===== config.mk =====
export PLATFORM = sky130hd
export DESIGN_NAME = param_shift_unit
export DESIGN_NICKNAME = d
export VERILOG_FILES = /design/src/rtl/param_shift_unit.sv
export SDC_FILE = /design/constraint.sdc
export NUM_CORES = 1
export LEC_CHECK = 0
export ABC_AREA = 1
export CORE_ASPECT_RATIO = 1.4
export CORE_UTILIZATION = 48
export DETAILED_ROUTE_END_ITERATION = 10
export PLACE_DENSITY = 0.84
export SLEW_MARGIN = 10
export SYNTH_ARGS = -nofsm -noshare
export SYNTH_HDL_FRONTEND = slang
export SYNTH_SLANG_ARGS = --single-unit

===== constraint.sdc =====
create_clock -name clock -period 1.6 [get_ports clock]
set_clock_uncertainty 0.2 [all_clocks]
set_input_delay 0.48 -clock clock [delete_from_list [all_inputs] [get_ports clock]]
set_output_delay 0.48 -clock clock [all_outputs]
set_load 0.05 [all_outputs]

===== src/rtl/param_shift_unit.sv =====
// -----------------------------------------------------------------------------
// param_shift_unit
//   Parametrised multi-mode shift/rotate register. A command is accepted with
//   start while the unit is idle. LOAD writes data_in in a single cycle. Every
//   other op executes 'amount' one-bit steps, one step per clock, and then
//   raises done for one cycle. An amount of zero completes at once and leaves
//   Q unchanged.
//
// Parameters
//   WIDTH       data width in bits (>= 2)
//   AMT_W       width of the shift-amount port
//
// Ports
//   clock       in   1      rising-edge clock
//   reset       in   1      synchronous, active-high; overrides everything
//   start       in   1      command request, honoured only while busy is low
//   op          in   3      000 LOAD,001 SLL,010 SRL,011 SRA,100 ROL,101 ROR,
//                           110 SLS,111 SRS
//   amount      in   AMT_W  number of one-bit steps (ignored for LOAD)
//   data_in     in   WIDTH  parallel load value
//   serial_in   in   1      fill bit for SLS/SRS, sampled at every step
//   Q           out  WIDTH  register contents
//   serial_out  out  1      last bit shifted or rotated out (registered)
//   busy        out  1      high while a multi-step op is running
//   done        out  1      one-cycle completion pulse
// -----------------------------------------------------------------------------
module param_shift_unit #(
    parameter int WIDTH = 8,
    parameter int AMT_W = 4
) (
    input  logic             clock,
    input  logic             reset,
    input  logic             start,
    input  logic [2:0]       op,
    input  logic [AMT_W-1:0] amount,
    input  logic [WIDTH-1:0] data_in,
    input  logic             serial_in,
    output logic [WIDTH-1:0] Q,
    output logic             serial_out,
    output logic             busy,
    output logic             done
);

    localparam logic [2:0] OP_LOAD = 3'b000;
    localparam logic [2:0] OP_SLL  = 3'b001;
    localparam logic [2:0] OP_SRL  = 3'b010;
    localparam logic [2:0] OP_SRA  = 3'b011;
    localparam logic [2:0] OP_ROL  = 3'b100;
    localparam logic [2:0] OP_ROR  = 3'b101;
    localparam logic [2:0] OP_SLS  = 3'b110;
    localparam logic [2:0] OP_SRS  = 3'b111;

    localparam logic [AMT_W-1:0] CNT_ZERO = {AMT_W{1'b0}};
    localparam logic [AMT_W-1:0] CNT_ONE  = {{(AMT_W-1){1'b0}}, 1'b1};

    typedef enum logic [0:0] {
        ST_IDLE = 1'b0,
        ST_RUN  = 1'b1
    } state_e;

    state_e             state_q;
    logic [2:0]         op_q;
    logic [AMT_W-1:0]   count_q;
    logic [WIDTH-1:0]   data_q;
    logic               so_q;
    logic               busy_q;
    logic               done_q;

    logic [WIDTH-1:0]   step_d;
    logic               step_so_d;

    // Result of one single-bit step of the latched op applied to the current contents.
    always_comb begin
        step_d    = data_q;
        step_so_d = so_q;
        case (op_q)
            OP_SLL: begin
                step_d    = {data_q[WIDTH-2:0], 1'b0};
                step_so_d = data_q[WIDTH-1];
            end
            OP_SRL: begin
                step_d    = {1'b0, data_q[WIDTH-1:1]};
                step_so_d = data_q[0];
            end
            OP_SRA: begin
                step_d    = {data_q[WIDTH-1], data_q[WIDTH-1:1]};
                step_so_d = data_q[0];
            end
            OP_ROL: begin
                step_d    = {data_q[WIDTH-2:0], data_q[WIDTH-1]};
                step_so_d = data_q[WIDTH-1];
            end
            OP_ROR: begin
                step_d    = {data_q[0], data_q[WIDTH-1:1]};
                step_so_d = data_q[0];
            end
            OP_SLS: begin
                step_d    = {data_q[WIDTH-2:0], serial_in};
                step_so_d = data_q[WIDTH-1];
            end
            OP_SRS: begin
                step_d    = {serial_in, data_q[WIDTH-1:1]};
                step_so_d = data_q[0];
            end
            default: begin
                // LOAD never reaches RUN; hold contents.
                step_d    = data_q;
                step_so_d = so_q;
            end
        endcase
    end

    // Control FSM together with the data register and registered status outputs.
    always_ff @(posedge clock) begin
        if (reset) begin
            state_q <= ST_IDLE;
            op_q    <= OP_LOAD;
            count_q <= CNT_ZERO;
            data_q  <= {WIDTH{1'b0}};
            so_q    <= 1'b0;
            busy_q  <= 1'b0;
            done_q  <= 1'b0;
        end else begin
            // done is a pulse: cleared unless this edge completes a command.
            done_q <= 1'b0;
            case (state_q)
                ST_IDLE: begin
                    if (start) begin
                        if (op == OP_LOAD) begin
                            data_q <= data_in;
                            so_q   <= 1'b0;
                            done_q <= 1'b1;
                        end else if (amount == CNT_ZERO) begin
                            done_q <= 1'b1;
                        end else begin
                            // Accept only: the first step happens on the next edge.
                            op_q    <= op;
                            count_q <= amount;
                            busy_q  <= 1'b1;
                            state_q <= ST_RUN;
                        end
                    end
                end
                ST_RUN: begin
                    // start/op/amount/data_in are deliberately not looked at here.
                    data_q  <= step_d;
                    so_q    <= step_so_d;
                    count_q <= count_q - CNT_ONE;
                    if (count_q == CNT_ONE) begin
                        busy_q  <= 1'b0;
                        done_q  <= 1'b1;
                        state_q <= ST_IDLE;
                    end
                end
                default: begin
                    state_q <= ST_IDLE;
                    busy_q  <= 1'b0;
                    count_q <= CNT_ZERO;
                end
            endcase
        end
    end

    assign Q          = data_q;
    assign serial_out = so_q;
    assign busy       = busy_q;
    assign done       = done_q;

endmodule


==> results by group <==
Detailed routing
  – Drc violations: 0
  – Drt via density: 5.51
  – Vias: 1,366
  – Wire length per cell: 12.8 um
  – DR iter-0 viols: 49
  – Total Wirelength: 3180 um
  – Routed Antenna Nets: 0
  – TritonRoute pass-1 iters: 6

Clock network
  – # clock sinks: 19
  – Clock buffer depth: 2
  – Worst-Skew Late Latency: 300 ps
  – Clock transition at the registers of the reported paths: 110 ps
  – TritonCTS Buffers: 3
  – Root buffer cell: clkbuf_4
  – CTS tree: yes
  – Max H-tree Level: 1

Setup path
  – Crit path cell chain: clkdlybuf4s50_1 -> inv_2 -> nand2_4 -> nand2_4 -> nand2_8 -> clkinv_8 -> a21oi_1
  – CP most frequent cell: nand2_4
  – FF-to-FF Start: state_q
  – CP peak stage delay: 510 ps
  – Crit. Startpoint: op[1]
  – Crit path launch type: primary input
  – Worst endpoint data arrival time: 1610 ps
  – Worst EP required: 1620 ps
  – Slowest CP cell: clkdlybuf4s50_1
  – CP Max Fanout: 8
  – CP Capture Type: register
  – WS Path Type: in -> reg

Global routing
  – First-pass GRT wire length: 5110 um
  – Largest net degree at the start of global routing: 13
  – Total track usage: 24.6%
  – Vias in the first global route: 1,317
  – Initial antenna violation count: 0
  – Overflow after GRT: 0

Floorplanning
  – Die W: 44.2 um
  – Die Area: 2700 um2
  – Core area: 2360 um2
  – Placement Rows: 21
  – Die H: 61.1 um
  – I/O pin cnt: 30
  – Initial Util: 50.7%

Finish
  – Fillers: 200
  – Finished Core Util: 73.5%
  – Storage cell area: 383 um2
  – Multi-input gate area: 719 um2
  – Nets: 247
  – Share of layout cells above drive strength 1: 23.1%
  – Fin cells: 248
  – Post-route cell area: 1740 um2
  – N_diodes: 0
  – Layout area overhead: 45.0%

Timing
  – Highest clock rate: 629 MHz
  – Final Cycle Share: 99.3%
  – Final min period: 1590 ps
  – Pins Over Slew Limit: 0
  – Slew HR: 80.2%
  – Final setup violation count: 0
  – Worst-Margin Slew: 296 ps
  – Hold Vio Cnt, Final: 0

Pwr
  – Power Density: 843 nW/um2
  – P_leak: 0.000812 uW
  – Maximum vdd drop: 0.000565 V

Synth
  – Synth area leaders: dfxtp_1, nand2_1, nand3_1
  – Cell area after synthesis: 1200 um2
  – Unique masters post-synth: 26
  – Share of the synthesized area in the top cell type: 31.7%
  – Ys Warns: 0
  – Synth Net Count: 206
  – Register bit count reported by yosys: 19
  – Average size of a mapped cell: 6.48 um2
  – Top cell type by total area after synthesis: dfxtp_1
  – Post-Syn Instances: 185
  – Sequential area share after synthesis: 31.7%

Place
  – DP Area: 1650 um2
  – Placed insts: 241
  – Gpl congestion: 0.860
  – Hpwl dp: 2350 um
  – Buffers on Ports: 29

Flow run
  – Max-cap check violation count: 0

Worst hold path
  – Hold path start: count_q[1]
  – HP Class: reg -> reg

Run status
  – Status: finished, final reports clean
-- cells in the mapped netlist, drive strengths merged --
master,n
a31oi,1
nor2,15
and2,6
xor2,1
a21oi,15
o21ai,4
dfxtp,19
clkinv,1
nand3,25
o211ai,1
inv,22
o21a,1
nand4,2
buf,5
ha,2
nand2,65
-- final cells by class --
cell class / instances / share of cell area [%]
Multi-Input combinational cell: 139 / 41.4
Timing Repair Buffer: 40 / 27.6
Sequential cell: 19 / 22.0
Inverter: 23 / 5.83
Tap cell: 23 / 1.66
Clock buffer: 4 / 1.51
-- cells in the final DEF (no fill, tap or decap), drive strengths merged, types with 2 or more instances in the layout --
cell | synthesis | layout
a21oi | 15 | 15
nand2 | 65 | 66
clkbuf | 0 | 4
nand4 | 2 | 2
nand3 | 25 | 25
inv | 22 | 22
buf | 5 | 22
ha | 2 | 2
o21ai | 4 | 4
clkdlybuf4s50 | 0 | 15
nor2 | 15 | 15
dlygate4sd2 | 0 | 3
and2 | 6 | 6
dfxtp | 19 | 19
-- routing by layer --
metal	vias up	track usage, %	part of all wire (%)
li1	667	-	-
met1	647	25.8	38
met2	42	49.2	56
met3	10	1.76	3.6
met4	0	10.4	2.2
met5	-	0	0
-- through the flow --
stage	setup TNS, ps	hold WS (ps)	power (uW)	setup slack (ps)
after floorplan	0	258	943	139
after global placement	-5280	273	1170	-366
after detailed placement	-5770	280	1190	-390
after CTS	0	298	1450	3.21
after global routing	-66.3	306	1550	-41.2
final	0	297	1470	10.9
-- path summary, 6_finish.rpt --
check               endpoint  slack (ps)  cells after the start
setup / recovery  serial_out          10                      7
hold reg to reg   count_q[1]         300                      2
hold / removal    count_q[1]         300                      2
setup reg to reg  count_q[3]         160                      7
-- registers in the layout (all words and copies together), names as in the netlist --
signal / flops
Q: 8
done: 1
op_q: 3
state_q: 1
busy: 1
count_q: 4
serial_out: 1
-- where the power goes --
group          switching (uW)  leakage, uW  internal [uW]
clock network             153    0.0000150           97.2
registers                53.9     0.000157            523
logic                     360     0.000640            278
-- timing repair --
action | 4_1_cts | 5_1_grt
setup buffers | 2 | 0
gates resized for setup | 7 | 11
setup endpoints to repair | 9 | 17
hold buffers | 0 | 0
gates cloned | 1 | 0
pin swaps | 5 | 2
-- cells by family (layout without fill, tap and decap cells) --
| kind of cell | count (synthesis) | after routing | synth area share [%] |
|---|---|---|---|
| AOI/OAI and AO/OA | 22 | 22 | 10.3 |
| DFF | 19 | 19 | 31.7 |
| and+or+nand+nor | 113 | 114 | 43.7 |
| xor gates and xnor gates | 1 | 1 | 0.731 |
| buffers and inverters | 28 | 67 | 11.4 |
| adders and majority gates | 2 | 2 | 2.09 |
-- worst max-delay path: cells and delay by family --
kind,cells,cell delay [ps]
compound gates,1,190
buf+inv,3,650
simple gates,3,280
No activity file was read; power rests on OpenSTA's default activity.
